[config.mk]
export PLATFORM = sky130hd
export DESIGN_NAME = dft_out_requant_flat
export DESIGN_NICKNAME = d
export VERILOG_FILES = /design/src/rtl/dft_requant_pkg.sv /design/src/rtl/dft_out_requant_if.sv /design/src/rtl/dft_requant_lane.sv /design/src/rtl/dft_out_requant.sv /design/src/flat_wrapper.sv
export SDC_FILE = /design/constraint.sdc
export NUM_CORES = 1
export LEC_CHECK = 0
export ABC_CLOCK_PERIOD_IN_PS = 5260
export BUFFER_PORTS_ARGS = -buffer_cell sky130_fd_sc_hd__clkbuf_2
export CAP_MARGIN = 10
export CORE_ASPECT_RATIO = 1.2
export CORE_MARGIN = 2
export CORE_UTILIZATION = 30
export DETAILED_ROUTE_END_ITERATION = 7
export PLACE_DENSITY = 0.52
export SLEW_MARGIN = 0
export SYNTH_ARGS = -nofsm -noshare
export SYNTH_HDL_FRONTEND = slang
export SYNTH_HIERARCHICAL = 1
export SYNTH_SLANG_ARGS = --single-unit
export TNS_END_PERCENT = 50
[constraint.sdc]
create_clock -name clk -period 5.26 [get_ports clk]
set_clock_uncertainty 0.1 [all_clocks]
set_input_delay 0.263 -clock clk [delete_from_list [all_inputs] [get_ports clk]]
set_output_delay 0.263 -clock clk [all_outputs]
set_load 0.05 [all_outputs]
[src/rtl/dft_requant_pkg.sv]
// Shared widths, sample/state types and the round/saturate arithmetic
// used by the DFT output requantiser.
package dft_requant_pkg;

    localparam int IN_W  = 30;
    localparam int OUT_W = 16;
    localparam int PTS_W = 12;
    localparam int SH_W  = 5;

    typedef enum logic {
        IDLE,
        IN_FRAME
    } frame_state_e;

    typedef struct packed {
        logic signed [IN_W-1:0] re;
        logic signed [IN_W-1:0] im;
        logic                   sop;
        logic                   eop;
    } sample_t;

    localparam logic signed [IN_W:0] SAT_MAX = (IN_W+1)'(2**(OUT_W-1) - 1);
    localparam logic signed [IN_W:0] SAT_MIN = ~SAT_MAX;

    // One guard bit keeps x + 2^(sh-1) from overflowing before the shift.
    function automatic logic signed [IN_W:0] round_shift(
        input logic signed [IN_W-1:0] x,
        input logic [SH_W-1:0]        sh
    );
        logic signed [IN_W:0] ext;
        logic signed [IN_W:0] bias;
        ext  = {x[IN_W-1], x};
        bias = '0;
        if (sh != '0) begin
            bias = (IN_W+1)'(1) << (sh - SH_W'(1));
        end
        return (ext + bias) >>> sh;
    endfunction

    function automatic logic is_sat(input logic signed [IN_W:0] v);
        return (v > SAT_MAX) || (v < SAT_MIN);
    endfunction

    function automatic logic signed [OUT_W-1:0] saturate(input logic signed [IN_W:0] v);
        if (v > SAT_MAX) begin
            return SAT_MAX[OUT_W-1:0];
        end
        if (v < SAT_MIN) begin
            return SAT_MIN[OUT_W-1:0];
        end
        return v[OUT_W-1:0];
    endfunction

    function automatic logic signed [OUT_W-1:0] sat_round(
        input logic signed [IN_W-1:0] x,
        input logic [SH_W-1:0]        sh
    );
        return saturate(round_shift(x, sh));
    endfunction

endpackage

[src/rtl/dft_out_requant_if.sv]
// Sample stream bundle (valid/ready, framing, complex data, frame length).
interface dft_out_requant_if #(
    parameter int DW = dft_requant_pkg::IN_W,
    parameter int PW = dft_requant_pkg::PTS_W
);
    logic                 valid;
    logic                 ready;
    logic                 sop;
    logic                 eop;
    logic signed [DW-1:0] re;
    logic signed [DW-1:0] im;
    logic [PW-1:0]        pts;

    modport master (
        output valid, sop, eop, re, im, pts,
        input  ready
    );

    modport slave (
        input  valid, sop, eop, re, im, pts,
        output ready
    );
endinterface

[src/rtl/dft_requant_lane.sv]
// One component lane: S1 rounds and shifts, S2 saturates into the output register.
module dft_requant_lane
    import dft_requant_pkg::*;
(
    input  logic                    clk,
    input  logic                    rst_n,
    input  logic                    s1_en,
    input  logic                    s2_en,
    input  logic signed [IN_W-1:0]  x,
    input  logic [SH_W-1:0]         sh,
    output logic signed [OUT_W-1:0] y,
    output logic                    sat
);

    logic signed [IN_W:0]    r_p1_q, r_p1_d;
    logic signed [OUT_W-1:0] y_p2_q, y_p2_d;
    logic                    sat_p2_q, sat_p2_d;

    // S1: round-half-up and arithmetic shift
    always_comb begin
        r_p1_d = r_p1_q;
        if (s1_en) begin
            r_p1_d = round_shift(x, sh);
        end
    end

    always_ff @(posedge clk) begin
        r_p1_q <= r_p1_d;
    end

    // S2: saturate into the output register (held while stalled)
    always_comb begin
        y_p2_d   = y_p2_q;
        sat_p2_d = sat_p2_q;
        if (s2_en) begin
            y_p2_d   = saturate(r_p1_q);
            sat_p2_d = is_sat(r_p1_q);
        end
    end

    always_ff @(posedge clk or negedge rst_n) begin
        if (!rst_n) begin
            y_p2_q   <= '0;
            sat_p2_q <= 1'b0;
        end else begin
            y_p2_q   <= y_p2_d;
            sat_p2_q <= sat_p2_d;
        end
    end

    assign y   = y_p2_q;
    assign sat = sat_p2_q;

endmodule

[src/rtl/dft_out_requant.sv]
// Requantises the DFT source stream to OUT_W bits through an elastic 2-stage
// pipeline, checks frame length and reports per-frame saturation count.
module dft_out_requant
    import dft_requant_pkg::*;
(
    input  logic               clk,
    input  logic               rst_n,
    dft_out_requant_if.slave   snk,
    dft_out_requant_if.master  src,
    input  logic [SH_W-1:0]    shift_in,
    output logic [PTS_W-1:0]   sat_cnt,
    output logic               sat_cnt_valid,
    output logic               frame_err
);

    frame_state_e     state_q, state_d;
    logic [PTS_W-1:0] cnt_q, cnt_d, cnt_inc;
    logic [PTS_W-1:0] pts_q, pts_d, pts_eff;
    logic [SH_W-1:0]  sh_q, sh_d, sh_eff;
    logic             frame_err_q, frame_err_d;
    logic             fwd, err;

    logic             s1_adv, s2_adv, accept, s1_load, s2_load, out_fire;
    logic             vld_p1_q, vld_p1_d, vld_p2_q, vld_p2_d;
    logic             sop_p1_q, sop_p1_d, eop_p1_q, eop_p1_d;
    logic [PTS_W-1:0] pts_p1_q, pts_p1_d;
    logic             sop_p2_q, sop_p2_d, eop_p2_q, eop_p2_d;
    logic [PTS_W-1:0] pts_p2_q, pts_p2_d;

    logic [PTS_W-1:0] sat_acc_q, sat_acc_d, sat_base;
    logic [PTS_W-1:0] sat_cnt_q, sat_cnt_d;
    logic             sat_cnt_valid_q, sat_cnt_valid_d;
    logic             sat_re, sat_im;
    logic signed [OUT_W-1:0] y_re, y_im;
    sample_t          in_s;

    assign in_s = '{re: snk.re, im: snk.im, sop: snk.sop, eop: snk.eop};

    always_comb begin
        s2_adv   = !vld_p2_q || src.ready;
        s1_adv   = !vld_p1_q || s2_adv;
        accept   = snk.valid && s1_adv;
        s1_load  = accept && fwd;
        s2_load  = s2_adv && vld_p1_q;
        out_fire = vld_p2_q && src.ready;
        vld_p1_d = s1_adv ? s1_load : vld_p1_q;
        vld_p2_d = s2_adv ? vld_p1_q : vld_p2_q;
    end

    assign snk.ready = s1_adv;

    // The sop beat uses its own shift/length; later beats use the latched copy.
    always_comb begin
        sh_eff  = sh_q;
        pts_eff = pts_q;
        if (in_s.sop) begin
            sh_eff  = (shift_in > SH_W'(IN_W-1)) ? SH_W'(IN_W-1) : shift_in;
            pts_eff = snk.pts;
        end
    end

    always_comb begin
        state_d = state_q;
        cnt_d   = cnt_q;
        sh_d    = sh_q;
        pts_d   = pts_q;
        fwd     = 1'b0;
        err     = 1'b0;
        cnt_inc = cnt_q + PTS_W'(1);
        if (accept) begin
            if (in_s.sop) begin
                fwd   = 1'b1;
                sh_d  = sh_eff;
                pts_d = pts_eff;
                err   = (state_q == IN_FRAME);
                if (in_s.eop) begin
                    state_d = IDLE;
                    cnt_d   = '0;
                    if (snk.pts != PTS_W'(1)) begin
                        err = 1'b1;
                    end
                end else begin
                    state_d = IN_FRAME;
                    cnt_d   = PTS_W'(1);
                end
            end else if (state_q == IDLE) begin
                err = 1'b1;
            end else begin
                fwd   = 1'b1;
                cnt_d = cnt_inc;
                if (in_s.eop) begin
                    state_d = IDLE;
                    err     = (cnt_inc != pts_q);
                end else if (cnt_inc == '1) begin
                    // Runaway frame: abandon it without inventing an eop.
                    state_d = IDLE;
                    err     = 1'b1;
                end
            end
        end
        frame_err_d = err;
    end

    always_ff @(posedge clk or negedge rst_n) begin
        if (!rst_n) begin
            state_q     <= IDLE;
            cnt_q       <= '0;
            sh_q        <= '0;
            pts_q       <= '0;
            frame_err_q <= 1'b0;
        end else begin
            state_q     <= state_d;
            cnt_q       <= cnt_d;
            sh_q        <= sh_d;
            pts_q       <= pts_d;
            frame_err_q <= frame_err_d;
        end
    end

    // S1 framing sideband, qualified by vld_p1
    always_comb begin
        sop_p1_d = sop_p1_q;
        eop_p1_d = eop_p1_q;
        pts_p1_d = pts_p1_q;
        if (s1_load) begin
            sop_p1_d = in_s.sop;
            eop_p1_d = in_s.eop;
            pts_p1_d = pts_eff;
        end
    end

    always_ff @(posedge clk) begin
        sop_p1_q <= sop_p1_d;
        eop_p1_q <= eop_p1_d;
        pts_p1_q <= pts_p1_d;
    end

    // S2 output registers and saturation bookkeeping
    always_comb begin
        sop_p2_d = sop_p2_q;
        eop_p2_d = eop_p2_q;
        pts_p2_d = pts_p2_q;
        if (s2_load) begin
            sop_p2_d = sop_p1_q;
            eop_p2_d = eop_p1_q;
            pts_p2_d = pts_p1_q;
        end
        sat_base        = sop_p2_q ? '0 : sat_acc_q;
        sat_acc_d       = sat_acc_q;
        sat_cnt_d       = sat_cnt_q;
        sat_cnt_valid_d = 1'b0;
        if (out_fire) begin
            sat_acc_d = sat_base + PTS_W'(sat_re || sat_im);
            if (eop_p2_q) begin
                sat_cnt_d       = sat_acc_d;
                sat_cnt_valid_d = 1'b1;
            end
        end
    end

    always_ff @(posedge clk or negedge rst_n) begin
        if (!rst_n) begin
            vld_p1_q        <= 1'b0;
            vld_p2_q        <= 1'b0;
            sop_p2_q        <= 1'b0;
            eop_p2_q        <= 1'b0;
            pts_p2_q        <= '0;
            sat_acc_q       <= '0;
            sat_cnt_q       <= '0;
            sat_cnt_valid_q <= 1'b0;
        end else begin
            vld_p1_q        <= vld_p1_d;
            vld_p2_q        <= vld_p2_d;
            sop_p2_q        <= sop_p2_d;
            eop_p2_q        <= eop_p2_d;
            pts_p2_q        <= pts_p2_d;
            sat_acc_q       <= sat_acc_d;
            sat_cnt_q       <= sat_cnt_d;
            sat_cnt_valid_q <= sat_cnt_valid_d;
        end
    end

    dft_requant_lane u_lane_re (
        .clk   (clk),
        .rst_n (rst_n),
        .s1_en (s1_load),
        .s2_en (s2_load),
        .x     (in_s.re),
        .sh    (sh_eff),
        .y     (y_re),
        .sat   (sat_re)
    );

    dft_requant_lane u_lane_im (
        .clk   (clk),
        .rst_n (rst_n),
        .s1_en (s1_load),
        .s2_en (s2_load),
        .x     (in_s.im),
        .sh    (sh_eff),
        .y     (y_im),
        .sat   (sat_im)
    );

    assign src.valid     = vld_p2_q;
    assign src.sop       = sop_p2_q;
    assign src.eop       = eop_p2_q;
    assign src.re        = y_re;
    assign src.im        = y_im;
    assign src.pts       = pts_p2_q;
    assign sat_cnt       = sat_cnt_q;
    assign sat_cnt_valid = sat_cnt_valid_q;
    assign frame_err     = frame_err_q;

endmodule

[src/flat_wrapper.sv]
// flat-port wrapper written by rule: the top's interface ports become plain ports
module dft_out_requant_flat import dft_requant_pkg::*;
  (clk, rst_n, shift_in, sat_cnt, sat_cnt_valid, frame_err, snk_valid, snk_sop, snk_eop, snk_re, snk_im, snk_pts, snk_ready, src_valid, src_sop, src_eop, src_re, src_im, src_pts, src_ready);
  dft_out_requant_if #(.DW(IN_W), .PW(PTS_W)) snk_i ();
  dft_out_requant_if #(.DW(OUT_W), .PW(PTS_W)) src_i ();
  input  logic clk;
  input  logic rst_n;
  input  logic [SH_W-1:0] shift_in;
  output logic [PTS_W-1:0] sat_cnt;
  output logic sat_cnt_valid;
  output logic frame_err;
  input wire logic [$bits(snk_i.valid)-1:0] snk_valid;
  input wire logic [$bits(snk_i.sop)-1:0] snk_sop;
  input wire logic [$bits(snk_i.eop)-1:0] snk_eop;
  input wire logic [$bits(snk_i.re)-1:0] snk_re;
  input wire logic [$bits(snk_i.im)-1:0] snk_im;
  input wire logic [$bits(snk_i.pts)-1:0] snk_pts;
  output wire logic [$bits(snk_i.ready)-1:0] snk_ready;
  output wire logic [$bits(src_i.valid)-1:0] src_valid;
  output wire logic [$bits(src_i.sop)-1:0] src_sop;
  output wire logic [$bits(src_i.eop)-1:0] src_eop;
  output wire logic [$bits(src_i.re)-1:0] src_re;
  output wire logic [$bits(src_i.im)-1:0] src_im;
  output wire logic [$bits(src_i.pts)-1:0] src_pts;
  input wire logic [$bits(src_i.ready)-1:0] src_ready;
  assign snk_i.valid = snk_valid;
  assign snk_i.sop = snk_sop;
  assign snk_i.eop = snk_eop;
  assign snk_i.re = snk_re;
  assign snk_i.im = snk_im;
  assign snk_i.pts = snk_pts;
  assign snk_ready = snk_i.ready;
  assign src_valid = src_i.valid;
  assign src_sop = src_i.sop;
  assign src_eop = src_i.eop;
  assign src_re = src_i.re;
  assign src_im = src_i.im;
  assign src_pts = src_i.pts;
  assign src_i.ready = src_ready;
  dft_out_requant u_core (.clk(clk), .rst_n(rst_n), .snk(snk_i), .src(src_i), .shift_in(shift_in), .sat_cnt(sat_cnt), .sat_cnt_valid(sat_cnt_valid), .frame_err(frame_err));
endmodule
==> flow_summary.yaml <==
cts:
  cts_buffers: 17
  clock_latency_ns: 0.44
  clockBufferDepth: 2
  clkTransAtPathRegs_ns: 0.07
  cts_sinks: 182
  cts_tree: "yes"
  htreeDepth: 4
  root_buffer: "clkbuf_16"
finish:
  layout-drive-gt1-share: 0.207
  antennaDiodeCount: 0
  final_area_mm2: 0.0194
  nets: 2345
  area_growth_pct: 16.5
global_route:
  grt.overflow.total: 0
  grt_pass1_vias: 16400
  grt_usage: 0.210
  antenna_found_initial: 0
  grt_pass1_wl_mm: 95.7
  grt_max_degree: 68
worst_hold_path:
  min_from: "shift_in[2]"
  hold_end: "u_core/sh_q[2]$_DFFE_PN0P_"
  hold_depth: 2
  hold_class: "input pin to register"
timing:
  finalHoldViolCount: 0
  rsz0062_at_grt: "true"
  max_slew_margin: 0.406
  fmax_ghz: 0.199
  finalSetupViolCount: 0
  min_period_ns: 5.02
  fin_crit_sh: 0.955
  slew_violations: 0
  tightestPinTransition_ns: 0.889
critical_path:
  crit_chain: "inv_1 -> o21ai_4 -> inv_1 -> nand2_1 -> buf_4 -> nor2_1 -> ha_1 -> nand4_1 -> or3_1 -> a21o_1 -> o2111a_1 -> or3_1 -> and3_1 -> a211oi_4 -> a221oi_1 -> o311ai_1"
  cp_max_fo: 11
  crit_type: "register to register"
  start_kind: "register"
  timing.rr.end: "u_core/u_lane_re/r_p1_q[8]$_DFFE_PP_"
  worst-r2r-setup-slack_ns: 0.24
  crit_slowest_cell: "or3_1"
  path_buf_inv: 3
  cp.arrival_ns: 5.12
  cp_top_family: "compound AO/OA/AOI/OAI gates"
  r2r_start: "u_core/sh_q[1]$_DFFE_PN0P_"
  worstPathRequired_ns: 5.36
  worstRegToRegCells: 16
  worstSetupEndpointType: "register"
  critPathMaxStageDelay_ns: 0.44
floorplan:
  die_h_um: 262
  io_pins: 145
  die_area_mm2: 0.0575
  start_util: 0.304
  core_area_mm2: 0.0549
  floorplan.rows: 94
  dieWidth_um: 219
synth:
  synth_mux_area_frac: 0.0747
  yosys.area_share.xor_xnor: 0.0323
  synth_edf_count: 76
  synth_top_family_by_area: "compound AO/OA/AOI/OAI gates"
  syn_nets: 2166
  yosysWarnings: 6
  syn_area_mm2: 0.0167
  async_reset_ff_frac: 0.582
  synth_compound_area_frac: 0.287
  yosysUniqueCellTypes: 96
  ys_ff_latch: 182
  yosys.area_share.simple: 0.206
  ys_seq_area_frac: 0.296
  post_synth.cell_area_avg_um2: 8.28
  synth_cells: 2016
  synth_ff_type: "dfrtp_1"
  synth_fa_ha_area_frac: 0.0511
power:
  p_leak_uw: 0.00786
  p_clk_frac: 0.196
  ir_drop_v: 0.000306
  p_switching_uw: 2980
  switching_share: 0.450
  p_comb_frac: 0.482
  p_int_uw: 3640
  power_density_mw_per_mm2: 340
  pwr-share-seq: 0.322
  total_power_uw: 6620
routing:
  drt_first_pass_iters: 7
  postRouteAntennaNets: 0
  drt_wl_total_mm: 61.1
  remaining_drc_errors: 0
  vias: 16800
  drtIter0Drc: 1278
  viasPerCell: 5.74
  wl_per_cell_um: 20.9
placed_design:
  hpwl_mm: 47.8
  io_buffers: 144
  gp_congestion: 0.946
  post_dp_cell_area_mm2: 0.0187
outcome:
  status: "finished, final reports clean"
run:
  maxCapViolations: 0
[power by group through the flow]
stage	Sequential, uW	Clock (uW)	Combinational [uW]
2_1_floorplan	2530	0	1790
3_3_place_gp	2160	0	3150
3_5_place_dp	2170	0	3150
4_1_cts	2140	1350	3180
5_1_grt	2180	1400	3440
6_report	2130	1290	3190
[through the flow]
step / setup slack [ns] / hold slack (ns) / utilization / std cells / setup TNS (ns)
after floorplan: 0.0528 / -0.133 / - / 2016 / 0
after global placement: -0.311 / 0.345 / 0.340 / 2883 / -0.311
after detailed placement: -0.267 / 0.348 / 0.340 / 2883 / -0.267
after CTS: 0.0260 / 0.00385 / 0.354 / 2928 / 0
after global routing: -0.0380 / 0.0336 / 0.354 / 2928 / -0.0390
final: 0.239 / 0.0330 / 0.354 / 2928 / 0
[cell families after synthesis]
kind of cell,after synthesis
simple gates,711
compound gates,702
buf+inv,199
flops,182
mux,95
fa+ha+maj,67
xor+xnor,60
[layer usage]
layer / part of all wire / wire, um / GRT usage
met5: 0 / 0 / 0
met4: 0.024 / 1490 / 0.0590
met3: 0.045 / 2740 / 0.0207
met2: 0.49 / 29900 / 0.359
met1: 0.44 / 26900 / 0.279
[cell usage in the layout (no fill, tap or decap), types with 10 or more instances in the layout]
master         instances
nor2_1               211
nand2_1              202
a21oi_1              160
clkbuf_2             143
buf_4                133
o21ai_0              121
dfrtp_1              106
edfxtp_1              76
inv_1                 67
ha_1                  65
nand3_1               64
mux2_2                57
o22ai_1               49
nand4_1               44
o211ai_1              40
nor3_1                40
xnor2_1               37
a21o_1                34
o21a_1                33
a31oi_1               24
and3_1                23
a211oi_1              23
xor2_1                22
or3_1                 20
mux2i_1               20
clkbuf_16             18
mux4_2                18
nand2b_1              17
o31ai_1               17
a22oi_1               14
dlygate4sd3_1         13
o21ai_1               13
o2111ai_1             12
o221ai_1              12
nor4_1                11
nor2b_1               10
a31o_2                10
[worst reg2reg max path, stage by stage (launching register included)]
cell,delay [ns]
dfrtp_1,0.35
inv_1,0.07
o21ai_4,0.30
inv_1,0.15
nand2_1,0.18
buf_4,0.27
nor2_1,0.09
ha_1,0.40
nand4_1,0.27
or3_1,0.44
a21o_1,0.23
o2111a_1,0.29
or3_1,0.43
and3_1,0.24
a211oi_4,0.36
a221oi_1,0.16
o311ai_1,0.44
[worst max path at each step]
| stage | start | endpoint | depth (start not counted) |
|---|---|---|---|
| floorplan | snk_sop | u_core/u_lane_im/r_p1_q[6]$_DFFE_PP_ | 19 |
| global placement | shift_in[3] | u_core/u_lane_re/r_p1_q[8]$_DFFE_PP_ | 18 |
| detailed placement | shift_in[3] | u_core/u_lane_re/r_p1_q[8]$_DFFE_PP_ | 18 |
| CTS | u_core/sh_q[1]$_DFFE_PN0P_ | u_core/u_lane_re/r_p1_q[8]$_DFFE_PP_ | 17 |
| global route | u_core/sh_q[1]$_DFFE_PN0P_ | u_core/u_lane_re/r_p1_q[19]$_DFFE_PP_ | 16 |
| finish | u_core/sh_q[1]$_DFFE_PN0P_ | u_core/u_lane_re/r_p1_q[8]$_DFFE_PP_ | 16 |
[sequential cells by signal (all words and copies together) (netlist names)]
register	flops
u_core/frame_err	1
u_core/sop_p1_q	1
u_core/sat_cnt_valid	1
u_core/cnt_q	12
u_core/eop_p1_q	1
u_core/sat_acc_q	12
u_core/u_lane_im/y	16
u_core/state_q	1
u_core/src.valid	1
u_core/u_lane_im/r_p1_q	31
u_core/u_lane_re/r_p1_q	31
u_core/pts_q	12
u_core/vld_p1_q	1
u_core/u_lane_im/sat	1
u_core/src.pts	12
u_core/src.sop	1
u_core/pts_p1_q	12
u_core/sh_q	5
u_core/sat_cnt	12
u_core/u_lane_re/sat	1
u_core/src.eop	1
u_core/u_lane_re/y	16
[what timing repair did]
item	in CTS	in global routing
pin swaps	0	1
cloned	0	0
gates resized for setup	1	7
endpoints found under the hold margin	78	0
setup endpoints to repair	1	4
hold buffers	13	0
buffers inserted	0	0
[layout make-up]
cell class / instances / area [um2]
Clock inverter: 13 / 134
Tap cell: 720 / 901
Clock buffer: 19 / 454
Timing Repair Buffer: 289 / 1840
Inverter: 70 / 264
Sequential cell: 182 / 4930
Fill cell: 5701 / 35500
Multi-Input combinational cell: 1635 / 10900
[synthesized netlist by cell type, types with 49 or more instances]
library cell | number | area share
ha_1 | 65 | 0.049
o21ai_0 | 122 | 0.037
mux2_2 | 57 | 0.038
clkbuf_1 | 78 | 0.018
inv_1 | 68 | 0.015
o22ai_1 | 49 | 0.018
nor2_1 | 211 | 0.047
dfrtp_1 | 106 | 0.16
a21oi_1 | 161 | 0.048
edfxtp_1 | 76 | 0.14
nand3_1 | 64 | 0.019
nand2_1 | 205 | 0.046
No activity file was read; power rests on OpenSTA's default activity.
